File: src/rtl/zhiwen_pkg.sv
// Shared constants, state encoding and packet helpers for the fingerprint-sensor command transmitter.
package zhiwen_pkg;

  localparam logic [15:0] ZW_HEADER  = 16'hEF01;
  localparam logic [31:0] ZW_ADDR    = 32'hFFFF_FFFF;
  localparam logic [7:0]  ZW_PID_CMD = 8'h01;
  localparam logic [15:0] ZW_CMD_LEN = 16'h0003;

  localparam logic [7:0] CMD_GET_IMAGE = 8'h01;
  localparam logic [7:0] CMD_GEN_CHAR  = 8'h02;
  localparam logic [7:0] CMD_SEARCH    = 8'h04;

  localparam int unsigned PKT_BYTES = 12;

  typedef enum logic [1:0] {
    ST_IDLE,
    ST_WAIT,
    ST_SEND,
    ST_GAP
  } zw_state_e;

  // Bits needed for a counter running 0 .. num_values-1 (never narrower than 1).
  function automatic int unsigned cnt_width(input int unsigned num_values);
    return (num_values < 2) ? 1 : $clog2(num_values);
  endfunction

  function automatic logic [15:0] pkt_sum(input logic [7:0] cmd);
    return {8'h00, ZW_PID_CMD} + ZW_CMD_LEN + {8'h00, cmd};
  endfunction

  function automatic logic [7:0] pkt_byte(input logic [3:0] idx, input logic [7:0] cmd);
    logic [15:0] sum;
    logic [7:0]  b;
    sum = pkt_sum(cmd);
    b   = 8'h00;
    case (idx)
      4'd0:  b = ZW_HEADER[15:8];
      4'd1:  b = ZW_HEADER[7:0];
      4'd2:  b = ZW_ADDR[31:24];
      4'd3:  b = ZW_ADDR[23:16];
      4'd4:  b = ZW_ADDR[15:8];
      4'd5:  b = ZW_ADDR[7:0];
      4'd6:  b = ZW_PID_CMD;
      4'd7:  b = ZW_CMD_LEN[15:8];
      4'd8:  b = ZW_CMD_LEN[7:0];
      4'd9:  b = cmd;
      4'd10: b = sum[15:8];
      4'd11: b = sum[7:0];
      default: b = 8'h00;
    endcase
    return b;
  endfunction

endpackage

File: src/rtl/zhiwen_cmd_tx_if.sv
// Request/status bundle between the enable logic and the command transmitter.
interface zhiwen_cmd_tx_if;

  logic tx_en;
  logic uart_tx;
  logic busy;
  logic frame_done;

  modport master (
    output tx_en,
    input  uart_tx,
    input  busy,
    input  frame_done
  );

  modport slave (
    input  tx_en,
    output uart_tx,
    output busy,
    output frame_done
  );

endinterface

File: src/rtl/uart_byte_tx.sv
// 8N1 byte serializer; done marks the last clock of the stop bit so a new start can follow with no idle gap.
module uart_byte_tx
  import zhiwen_pkg::*;
#(
  parameter int unsigned CLKS_PER_BIT = 868
) (
  input  logic       clk,
  input  logic       rst_n,
  input  logic       start,
  input  logic [7:0] data,
  output logic       tx,
  output logic       done
);

  localparam int unsigned      CNT_W    = cnt_width(CLKS_PER_BIT);
  localparam logic [CNT_W-1:0] CNT_LAST = CNT_W'(CLKS_PER_BIT - 1);
  localparam logic [3:0]       BIT_STOP = 4'd9;

  logic             r_active;
  logic [3:0]       r_bit_idx;
  logic [CNT_W-1:0] r_clk_cnt;
  logic [8:0]       r_frame;
  logic             r_tx;

  logic w_bit_end;

  assign w_bit_end = (r_clk_cnt == CNT_LAST);
  assign done      = r_active && w_bit_end && (r_bit_idx == BIT_STOP);
  assign tx        = r_tx;

  always_ff @(posedge clk or negedge rst_n) begin
    if (!rst_n) begin
      r_active  <= 1'b0;
      r_bit_idx <= '0;
      r_clk_cnt <= '0;
      r_frame   <= '1;
      r_tx      <= 1'b1;
    end else if (start && (!r_active || done)) begin
      // r_frame holds the bits still to go: data LSB first, stop bit on top
      r_active  <= 1'b1;
      r_bit_idx <= '0;
      r_clk_cnt <= '0;
      r_frame   <= {1'b1, data};
      r_tx      <= 1'b0;
    end else if (r_active) begin
      if (w_bit_end) begin
        r_clk_cnt <= '0;
        if (r_bit_idx == BIT_STOP) begin
          r_active <= 1'b0;
          r_tx     <= 1'b1;
        end else begin
          r_bit_idx <= r_bit_idx + 4'd1;
          r_tx      <= r_frame[0];
          r_frame   <= {1'b1, r_frame[8:1]};
        end
      end else begin
        r_clk_cnt <= r_clk_cnt + CNT_W'(1);
      end
    end
  end

endmodule

File: src/rtl/zhiwen_cmd_tx.sv
// Sends the fixed command packet to the fingerprint sensor after a settle delay, repeating
// with a fixed gap while the synchronized enable stays high.
module zhiwen_cmd_tx
  import zhiwen_pkg::*;
#(
  parameter int unsigned CLK_FREQ   = 50_000_000,
  parameter int unsigned BAUD       = 57600,
  parameter int unsigned START_DLY  = 50_000_000,
  parameter int unsigned REPEAT_GAP = 25_000_000,
  parameter logic [7:0]  CMD_CODE   = 8'h01
) (
  input  logic           clk,
  input  logic           rst_n,
  zhiwen_cmd_tx_if.slave cmd_if
);

  localparam int unsigned CLKS_PER_BIT = CLK_FREQ / BAUD;
  localparam int unsigned DLY_W        = cnt_width(START_DLY);
  localparam int unsigned GAP_W        = cnt_width(REPEAT_GAP + 1);

  localparam logic [DLY_W-1:0] DLY_LAST  = DLY_W'(START_DLY - 1);
  // The frame_done cycle is spent in GAP too, so the gap runs one clock past REPEAT_GAP.
  localparam logic [GAP_W-1:0] GAP_LAST  = GAP_W'(REPEAT_GAP);
  localparam logic [3:0]       LAST_BYTE = 4'(PKT_BYTES - 1);

  logic r_sync1;
  logic r_sync2;

  zw_state_e        r_state,      w_state_nxt;
  logic [DLY_W-1:0] r_dly_cnt,    w_dly_cnt_nxt;
  logic [GAP_W-1:0] r_gap_cnt,    w_gap_cnt_nxt;
  logic [3:0]       r_byte_idx,   w_byte_idx_nxt;
  logic             r_frame_done, w_frame_done_nxt;

  logic       w_byte_start;
  logic [7:0] w_byte_data;
  logic       w_byte_done;
  logic       w_tx;

  always_ff @(posedge clk or negedge rst_n) begin
    if (!rst_n) begin
      r_sync1 <= 1'b0;
      r_sync2 <= 1'b0;
    end else begin
      r_sync1 <= cmd_if.tx_en;
      r_sync2 <= r_sync1;
    end
  end

  always_ff @(posedge clk or negedge rst_n) begin
    if (!rst_n) begin
      r_state      <= ST_IDLE;
      r_dly_cnt    <= '0;
      r_gap_cnt    <= '0;
      r_byte_idx   <= '0;
      r_frame_done <= 1'b0;
    end else begin
      r_state      <= w_state_nxt;
      r_dly_cnt    <= w_dly_cnt_nxt;
      r_gap_cnt    <= w_gap_cnt_nxt;
      r_byte_idx   <= w_byte_idx_nxt;
      r_frame_done <= w_frame_done_nxt;
    end
  end

  always_comb begin
    w_state_nxt      = r_state;
    w_dly_cnt_nxt    = r_dly_cnt;
    w_gap_cnt_nxt    = r_gap_cnt;
    w_byte_idx_nxt   = r_byte_idx;
    w_frame_done_nxt = 1'b0;
    w_byte_start     = 1'b0;
    case (r_state)
      ST_IDLE: begin
        if (r_sync2) begin
          w_state_nxt   = ST_WAIT;
          w_dly_cnt_nxt = '0;
        end
      end
      ST_WAIT: begin
        if (!r_sync2) begin
          w_state_nxt   = ST_IDLE;
          w_dly_cnt_nxt = '0;
        end else if (r_dly_cnt == DLY_LAST) begin
          w_state_nxt    = ST_SEND;
          w_byte_idx_nxt = '0;
          w_byte_start   = 1'b1;
        end else begin
          w_dly_cnt_nxt = r_dly_cnt + DLY_W'(1);
        end
      end
      ST_SEND: begin
        // Enable is only looked at once the last stop bit has gone out.
        if (w_byte_done) begin
          if (r_byte_idx == LAST_BYTE) begin
            w_frame_done_nxt = 1'b1;
            if (r_sync2) begin
              w_state_nxt   = ST_GAP;
              w_gap_cnt_nxt = '0;
            end else begin
              w_state_nxt = ST_IDLE;
            end
          end else begin
            w_byte_idx_nxt = r_byte_idx + 4'd1;
            w_byte_start   = 1'b1;
          end
        end
      end
      ST_GAP: begin
        if (!r_sync2) begin
          w_state_nxt = ST_IDLE;
        end else if (r_gap_cnt == GAP_LAST) begin
          w_state_nxt    = ST_SEND;
          w_byte_idx_nxt = '0;
          w_byte_start   = 1'b1;
        end else begin
          w_gap_cnt_nxt = r_gap_cnt + GAP_W'(1);
        end
      end
      default: w_state_nxt = ST_IDLE;
    endcase
  end

  // Data follows the next index so a byte loads on the same edge its index is registered.
  assign w_byte_data = pkt_byte(w_byte_idx_nxt, CMD_CODE);

  uart_byte_tx #(
    .CLKS_PER_BIT(CLKS_PER_BIT)
  ) u_uart (
    .clk  (clk),
    .rst_n(rst_n),
    .start(w_byte_start),
    .data (w_byte_data),
    .tx   (w_tx),
    .done (w_byte_done)
  );

  assign cmd_if.uart_tx    = w_tx;
  assign cmd_if.busy       = (r_state != ST_IDLE);
  assign cmd_if.frame_done = r_frame_done;

endmodule

File: src/flat_wrapper.sv
// flat-port wrapper written by rule: the top's interface ports become plain ports
module zhiwen_cmd_tx_flat import zhiwen_pkg::*;
#(
  parameter int unsigned CLK_FREQ   = 50_000_000,
  parameter int unsigned BAUD       = 57600,
  parameter int unsigned START_DLY  = 50_000_000,
  parameter int unsigned REPEAT_GAP = 25_000_000,
  parameter logic [7:0]  CMD_CODE   = 8'h01
)
  (clk, rst_n, cmd_if_tx_en, cmd_if_uart_tx, cmd_if_busy, cmd_if_frame_done);
  zhiwen_cmd_tx_if cmd_if_i ();
  input  logic clk;
  input  logic rst_n;
  input wire logic [$bits(cmd_if_i.tx_en)-1:0] cmd_if_tx_en;
  output wire logic [$bits(cmd_if_i.uart_tx)-1:0] cmd_if_uart_tx;
  output wire logic [$bits(cmd_if_i.busy)-1:0] cmd_if_busy;
  output wire logic [$bits(cmd_if_i.frame_done)-1:0] cmd_if_frame_done;
  assign cmd_if_i.tx_en = cmd_if_tx_en;
  assign cmd_if_uart_tx = cmd_if_i.uart_tx;
  assign cmd_if_busy = cmd_if_i.busy;
  assign cmd_if_frame_done = cmd_if_i.frame_done;
  zhiwen_cmd_tx #(.CLK_FREQ(CLK_FREQ), .BAUD(BAUD), .START_DLY(START_DLY), .REPEAT_GAP(REPEAT_GAP), .CMD_CODE(CMD_CODE)) u_core (.clk(clk), .rst_n(rst_n), .cmd_if(cmd_if_i));
endmodule
File: config.mk
export PLATFORM = sky130hd
export DESIGN_NAME = zhiwen_cmd_tx_flat
export DESIGN_NICKNAME = d
export VERILOG_FILES = /design/src/rtl/zhiwen_pkg.sv /design/src/rtl/zhiwen_cmd_tx_if.sv /design/src/rtl/uart_byte_tx.sv /design/src/rtl/zhiwen_cmd_tx.sv /design/src/flat_wrapper.sv
export SDC_FILE = /design/constraint.sdc
export NUM_CORES = 1
export LEC_CHECK = 0
export ABC_AREA = 0
export CORE_ASPECT_RATIO = 1.5
export CORE_MARGIN = 8
export CORE_UTILIZATION = 50
export DETAILED_ROUTE_END_ITERATION = 10
export PLACE_DENSITY_LB_ADDON = 0.3
export SLEW_MARGIN = 40
export SYNTH_ARGS = -nofsm -noshare
export SYNTH_HDL_FRONTEND = slang
export SYNTH_SLANG_ARGS = --single-unit
File: constraint.sdc
create_clock -name clk -period 8.4 [get_ports clk]
set_input_delay 0.84 -clock clk [delete_from_list [all_inputs] [get_ports clk]]
set_output_delay 0.84 -clock clk [all_outputs]
set_load 0.05 [all_outputs]
Word level (Yosys, flattened, before mapping). Memories as Yosys holds them, arrays and structs flattened. Index checks and enable logic that the tools add are counted. Widths: inputs -> output; s select.

ROM bits: 128. Output and inout bits: 3. Memories: 1. Register bits: 85. Bits in latches: 0. Input port bits: 3. Bits in writable memories: 0.

Memory list: (no name shown) (depth 16, width 8, read ports 1, clocked after memory_dff 0, wr ports 0, line zhiwen_pkg.sv:36) `case (idx)`.

Multipliers: 0. Equality and inequality tests: 18. Muxes and demuxes: 55. Order comparisons: 0. Bitwise logic cells: 0. Add/sub/neg operators: 5. Shift-type cells: 0. Div/mod/pow operators: 0. Reductions and logical operators: 16.

Operators with widths (count): $mux 25 (5); $mux 26 (3); $pmux 26 s2 (1); $pmux 25 s2 (1); $mux 4 (10); $mux 9 (4); $mux 10 (3); $add 26x1->26 const B (1); $eq 26x26->1 const B (1); $add 25x1->25 const B (1); $eq 25x25->1 const B (1); $mux 1 (17); $mux 2 (8); $pmux 4 s3 (1); $add 10x1->10 const B (1); $eq 10x10->1 const B (1); $reduce_bool 2->1 (5); $ne 3x3->1 const B (3); $add 4x1->4 const B (2); $eq 4x4->1 const B (2); $ne 2x1->1 const B (4); $pmux 2 s4 (1); $ne 2x2->1 const B (3); $reduce_and 3->1 (2); 10 further kinds (13).

Logic depth before layout (Yosys ltp).
Word-level depth: 8. Depth in mapped cells: 11. Depth with buffers taken out: 11.

Cells and area by module. A second synthesis with hierarchy kept.

Cells, all modules: 507. Area total of the unflattened synthesis: 4635.7 sq um.

By module, submodules not included: zhiwen_cmd_tx (cells an instance 383, instances 1, area an instance 3378.2 sq um, sequential area each 1501.4 sq um); uart_byte_tx (cells an instance 124, instances 1, area an instance 1257.5 sq um, sequential area each 611.8 sq um).

Worst setup path after synthesis. OpenSTA, ideal clock, no wires.

Path type: reg-to-reg. Start point: reg u_core.u_uart.r_clk_cnt[0]. End point: reg u_core.r_gap_cnt[24]. Data required time: 8.322 ns. Arrival: 2.992 ns. Stages on the path, launching flop included: 10. Setup time: 0.078 ns. Slack: 5.330 ns. Buffers on the path: 1. Clock period less this slack: 3.070 ns. Cell sequence: dfrtp_1 > ha_1 > nand4_1 > or4_1 > buf_2 > o31a_1 > a211o_4 > or4_4 > or3_1 > a21oi_1.

Longest elaborated chain between the ends: 5.

Ends and longest elaborated chain: from (decl) (line uart_byte_tx.sv:21) `logic [CNT_W-1:0] r_clk_cnt;`; from (signal assigned) (line uart_byte_tx.sv:57) `r_clk_cnt <= r_clk_cnt + CNT_W'(1);`; $eq 10x10->1 (line uart_byte_tx.sv:27) `assign w_bit_end = (r_clk_cnt == CNT_LAST);`; $logic_and 1x1->1 (2 in series) (line uart_byte_tx.sv:28) `assign done = r_active && w_bit_end && (r_bit_idx == BIT_STOP);`; $ne 2x2->1 (no source line); $reduce_and 6->1 (no source line); to (signal assigned) (line zhiwen_cmd_tx.sv:60) `r_gap_cnt <= w_gap_cnt_nxt;`; to (decl) (line zhiwen_cmd_tx.sv:31) `logic [GAP_W-1:0] r_gap_cnt, w_gap_cnt_nxt;`.

No other way between the ends. A chain may end at the register's enable or synchronous reset.

Final worst setup path.
Start point: reg u_core.r_gap_cnt[0]. End point: reg u_core.u_uart.r_frame[6].

Elaborated cells between the ends (all ways): 14. Those cells by class: eq/ne: 2; mux: 7; reduce/logical: 4; memory: 1.

RTL lines: $eq 25x25->1 (line zhiwen_cmd_tx.sv:112) `end else if (r_gap_cnt == GAP_LAST) begin`; $mux 4 (line zhiwen_cmd_tx.sv:112); $mux 4 (line zhiwen_cmd_tx.sv:110) `if (!r_sync2) begin`; $pmux 4 s3 (line zhiwen_cmd_tx.sv:73) `case (r_state)`; net u_core.w_byte_idx_nxt[2] (line zhiwen_cmd_tx.sv:32) `logic [3:0] r_byte_idx, w_byte_idx_nxt;`; $mem_v2 16x8; $mux 9 (line uart_byte_tx.sv:38) `end else if (start && (!r_active || done)) begin`; to (signal assigned) (line uart_byte_tx.sv:43) `r_frame <= {1'b1, data};`; to (signal assigned) (line uart_byte_tx.sv:54) `r_frame <= {1'b1, r_frame[8:1]};`; to (decl) (line uart_byte_tx.sv:22) `logic [8:0] r_frame;`.

The timed path passes the listed nets, and every way through them passes these cells.

==> results.md <==
- EDFF count, synth: 0
- Number of cells produced by synthesis: between 500 and 600
- Placement-stage cell area: between 0.004 and 0.005 mm^2
- Post-route standard cell area excluding fillers: around 0.0050 mm^2
- Total of warnings raised by yosys: 0
- All-layer global routing usage: about 17%
- TritonCTS clock tree: built
- Maximum number of pins on one net before global-route repair: between 80 and 90
- Top-level port count: 6
- Fraction of the yosys area taken by sequential cells: between 40% and 50%
- Worst Max-Slew Pin Slew: roughly 0.74 ns
- Critical path required time: roughly 8.7 ns
- Leakage power of the design: 2.09 nW
- Global routing met3 resource utilization: between 3 and 4%
- Global-route track usage on met2: between 20% and 30%
- Clock latency reported for the late side of the worst-skew pair: 0.34 ns
- TNS Setup: 0 ns
- Peak Freq: ~290 MHz
- Area growth from synthesis to final layout: 10.4%
- Overflow left after global routing: 0
- Power density of the placed cells: roughly 170 mW/mm^2
- Number of buffers created by CTS: 9
- Synth area leader: sky130_fd_sc_hd__dfrtp_1
- Clock skew after layout: 0.00588 ns
- Die outline height: between 100 and 150 um
- Cell count after placement: 605
- Path class of the lowest-slack min-delay path: reg2reg
- Worst Hold Launch: u_core.r_sync1
- Final wirelength: 9870 um
- DR pass1 iterations: 5
- Data arrival time of the critical path: approximately 3.7 ns
- Maximum VDD drop: roughly 130 uV
- Die area: 0.0124 mm^2
- Flip-flop and latch area: 0.00211 mm^2
- Area inside the core boundary: between 0.008 and 0.009 mm^2
- Startpoint kind of the worst setup timing path: register
- Non-filler cells, final: about 620
- N_diodes: 0
- Synth Area per Inst: 8.93 um^2
- Input/output buffers: 5
- Post-CTS sizing: 0
- Count of unique library cells instantiated by Yosys: 55
- Clock sink count: 84
- Final net count: about 520
- Depth of the CTS H-tree: 3
- Post-CTS Hold Buffers: 0
- Vias in the first global route: 3720
- Final weighted congestion in routability-driven placement: 0.798
- First-pass GRT wire length: 16900 um
- Most numerous cell in the Yosys netlist: sky130_fd_sc_hd__dfrtp_1
- Number of antenna-violating nets in the routed design: 0
- Setup bufs post-CTS: 0
- Number of violations of the max-capacitance limit: 0
- Post-detailed-route via-to-cell ratio: 6.13
- Share of post-route cells with drive strength above 1: ~6.7%
- Number of hold-slack violations in the final timing report: 0
- Detailed Place HPWL: around 6900 um
- Footprint of the multi-input gates: roughly 0.0023 mm^2
- Kind of end point of the critical path: register
- Setup-violating endpoint count in the final report: 0
- Layout fillers: about 800
- Share of the synthesized area in the top cell type: a little over two fifths
- RSZ-0062 raised after global routing: false
- Flip-flop cell with the highest count after synthesis: sky130_fd_sc_hd__dfrtp_1
- Routed length per instance: between 15 and 20 um
- Met1 usage: 18.6%
- Starting density of the core: roughly half
- Relative max-transition margin: between 50 and 60%
- Run status: completed
- Via Count: roughly 3800
- Ratio of final minimum period to clock period: about two fifths
- Async set-reset flop share out of synthesis: 100%
- Combined area of all synthesized cells: about 0.0045 mm^2
- CTS Root Cell: sky130_fd_sc_hd__clkbuf_16
- Most common library cells after synthesis: sky130_fd_sc_hd__dfrtp_1, sky130_fd_sc_hd__nand2_1, sky130_fd_sc_hd__nor2_1, sky130_fd_sc_hd__o21ai_0, sky130_fd_sc_hd__nand3_1
- RR Startpoint: u_core.r_gap_cnt[0]
- Highest-utilization routing layer at the global route stage: met2
- Standard-cell rows: between 40 and 50
- Clock slew seen by the registers of the worst setup and hold paths: approximately 0.06 ns
- Crit-path max FO: 10
- Worst setup path startpoint: u_core.r_gap_cnt[0]
- Final critical-path required period: between 3 and 4 ns
- Flops & latches, synth: 84
- First DRT Iteration DRCs: 200
- Critical path class: reg2reg
- Synthesized netlist net count: just over 500
- Chip width: ~93 um
- Number of antenna violations at the first check in global routing: 0
- Max-slew violation count: 0
- Top cells by area in the synthesized netlist: sky130_fd_sc_hd__dfrtp_1, sky130_fd_sc_hd__nand2_1, sky130_fd_sc_hd__dfstp_2
- Residual DRC: 0
- Deepest clock path buffer count: 2
layout make-up:
type | instances | share of cell area [%]
clock buffer | 12 | 4.96
clock inverter | 4 | 1.46
timing repair buffer | 7 | 1.39
inverter | 13 | 0.983
tap | 110 | 2.77
sequential | 84 | 42.6
multi-input combinational | 391 | 45.9
worst max-delay path, stage by stage (launching register included):
cell                      delay (ns)
sky130_fd_sc_hd__dfrtp_1        0.43
sky130_fd_sc_hd__inv_1          0.08
sky130_fd_sc_hd__ha_1           0.14
sky130_fd_sc_hd__nor3b_1        0.18
sky130_fd_sc_hd__nand4_1        0.17
sky130_fd_sc_hd__o32ai_1        0.51
sky130_fd_sc_hd__nand3_1        0.40
sky130_fd_sc_hd__a31oi_1        0.55
sky130_fd_sc_hd__inv_1          0.16
sky130_fd_sc_hd__nor3_1         0.31
sky130_fd_sc_hd__nor3_1         0.13
sky130_fd_sc_hd__a221o_1        0.27
power by group:
part	total, mW	switching [mW]	internal (mW)
Clock	0.423	0.155	0.268
Sequential	0.409	0.00279	0.406
Combinational	0.0214	0.0167	0.00470
Total	0.853	0.174	0.679
per-stage QoR:
stage | power (mW) | worst slack, ns | hold WS [ns] | utilization, %
floorplan | 0.426 | 5.33 | 0.331 | -
global placement | 0.437 | 5.16 | 0.341 | 52.9
detailed placement | 0.438 | 5.03 | 0.340 | 52.9
CTS | 0.862 | 5.02 | 0.354 | 56.6
global route | 0.883 | 4.64 | 0.372 | 56.6
finish | 0.853 | 4.99 | 0.356 | 56.6
layout by cell type (no fill, tap or decap), drive strengths merged, types with 4 or more instances in the layout:
cell           Yosys  layout
a211oi             4       4
a21oi             17      17
a31oi             12      12
and3              16      16
clkbuf            14      13
clkdlybuf4s50      0       4
dfrtp             75      75
dfstp              9       9
ha                 7       7
inv               13      13
nand2             66      66
nand2b             5       5
nand3             25      25
nand4             18      18
nor2              55      55
nor3              13      13
nor4               7       7
o21ai             47      47
o31ai             12      12
or3                9       9
xnor2             13      13
xor2              13      13
flip-flops by register name, indices dropped and copies added (netlist names):
signal                    cells
u_core.cmd_if.frame_done      1
u_core.r_byte_idx             4
u_core.r_dly_cnt             26
u_core.r_gap_cnt             25
u_core.r_state                2
u_core.r_sync1                1
u_core.r_sync2                1
u_core.u_uart.r_active        1
u_core.u_uart.r_bit_idx       4
u_core.u_uart.r_clk_cnt      10
u_core.u_uart.r_frame         8
u_core.u_uart.tx              1
logic make-up (layout without fill, tap and decap cells):
group | count (synthesis) | in the layout | share of synthesized area (%)
AOI/OAI and AO/OA | 118 | 118 | 16.7
and+or+nand+nor | 238 | 238 | 26.5
adders and majority gates | 7 | 7 | 1.95
buffers and inverters | 29 | 36 | 2.45
xor gates and xnor gates | 26 | 26 | 5.06
DFF | 84 | 84 | 47.0
muxes | 2 | 2 | 0.445
path summary, 6_finish.rpt:
| check | end | slack [ns] | depth (start not counted) |
|---|---|---|---|
| setup / recovery | u_core.u_uart.r_frame[6] | 4.99 | 11 |
| hold / removal | u_core.r_sync2 | 0.36 | 0 |
| setup reg to reg | u_core.u_uart.r_frame[6] | 4.99 | 11 |
| hold reg to reg | u_core.r_sync2 | 0.36 | 0 |
| max in group asynchronous | u_core.r_gap_cnt[24] | 7.37 | 1 |
| min in group asynchronous | u_core.u_uart.r_clk_cnt[6] | 0.51 | 1 |
routing by layer:
| metal | routed length [um] | vias to the layer above |
|---|---|---|
| li1 | - | 1837 |
| met5 | 0 | - |
| met4 | 172 | 0 |
| met2 | 5170 | 65 |
| met3 | 293 | 14 |
| met1 | 4230 | 1890 |
(Power assumes the default switching activity.)
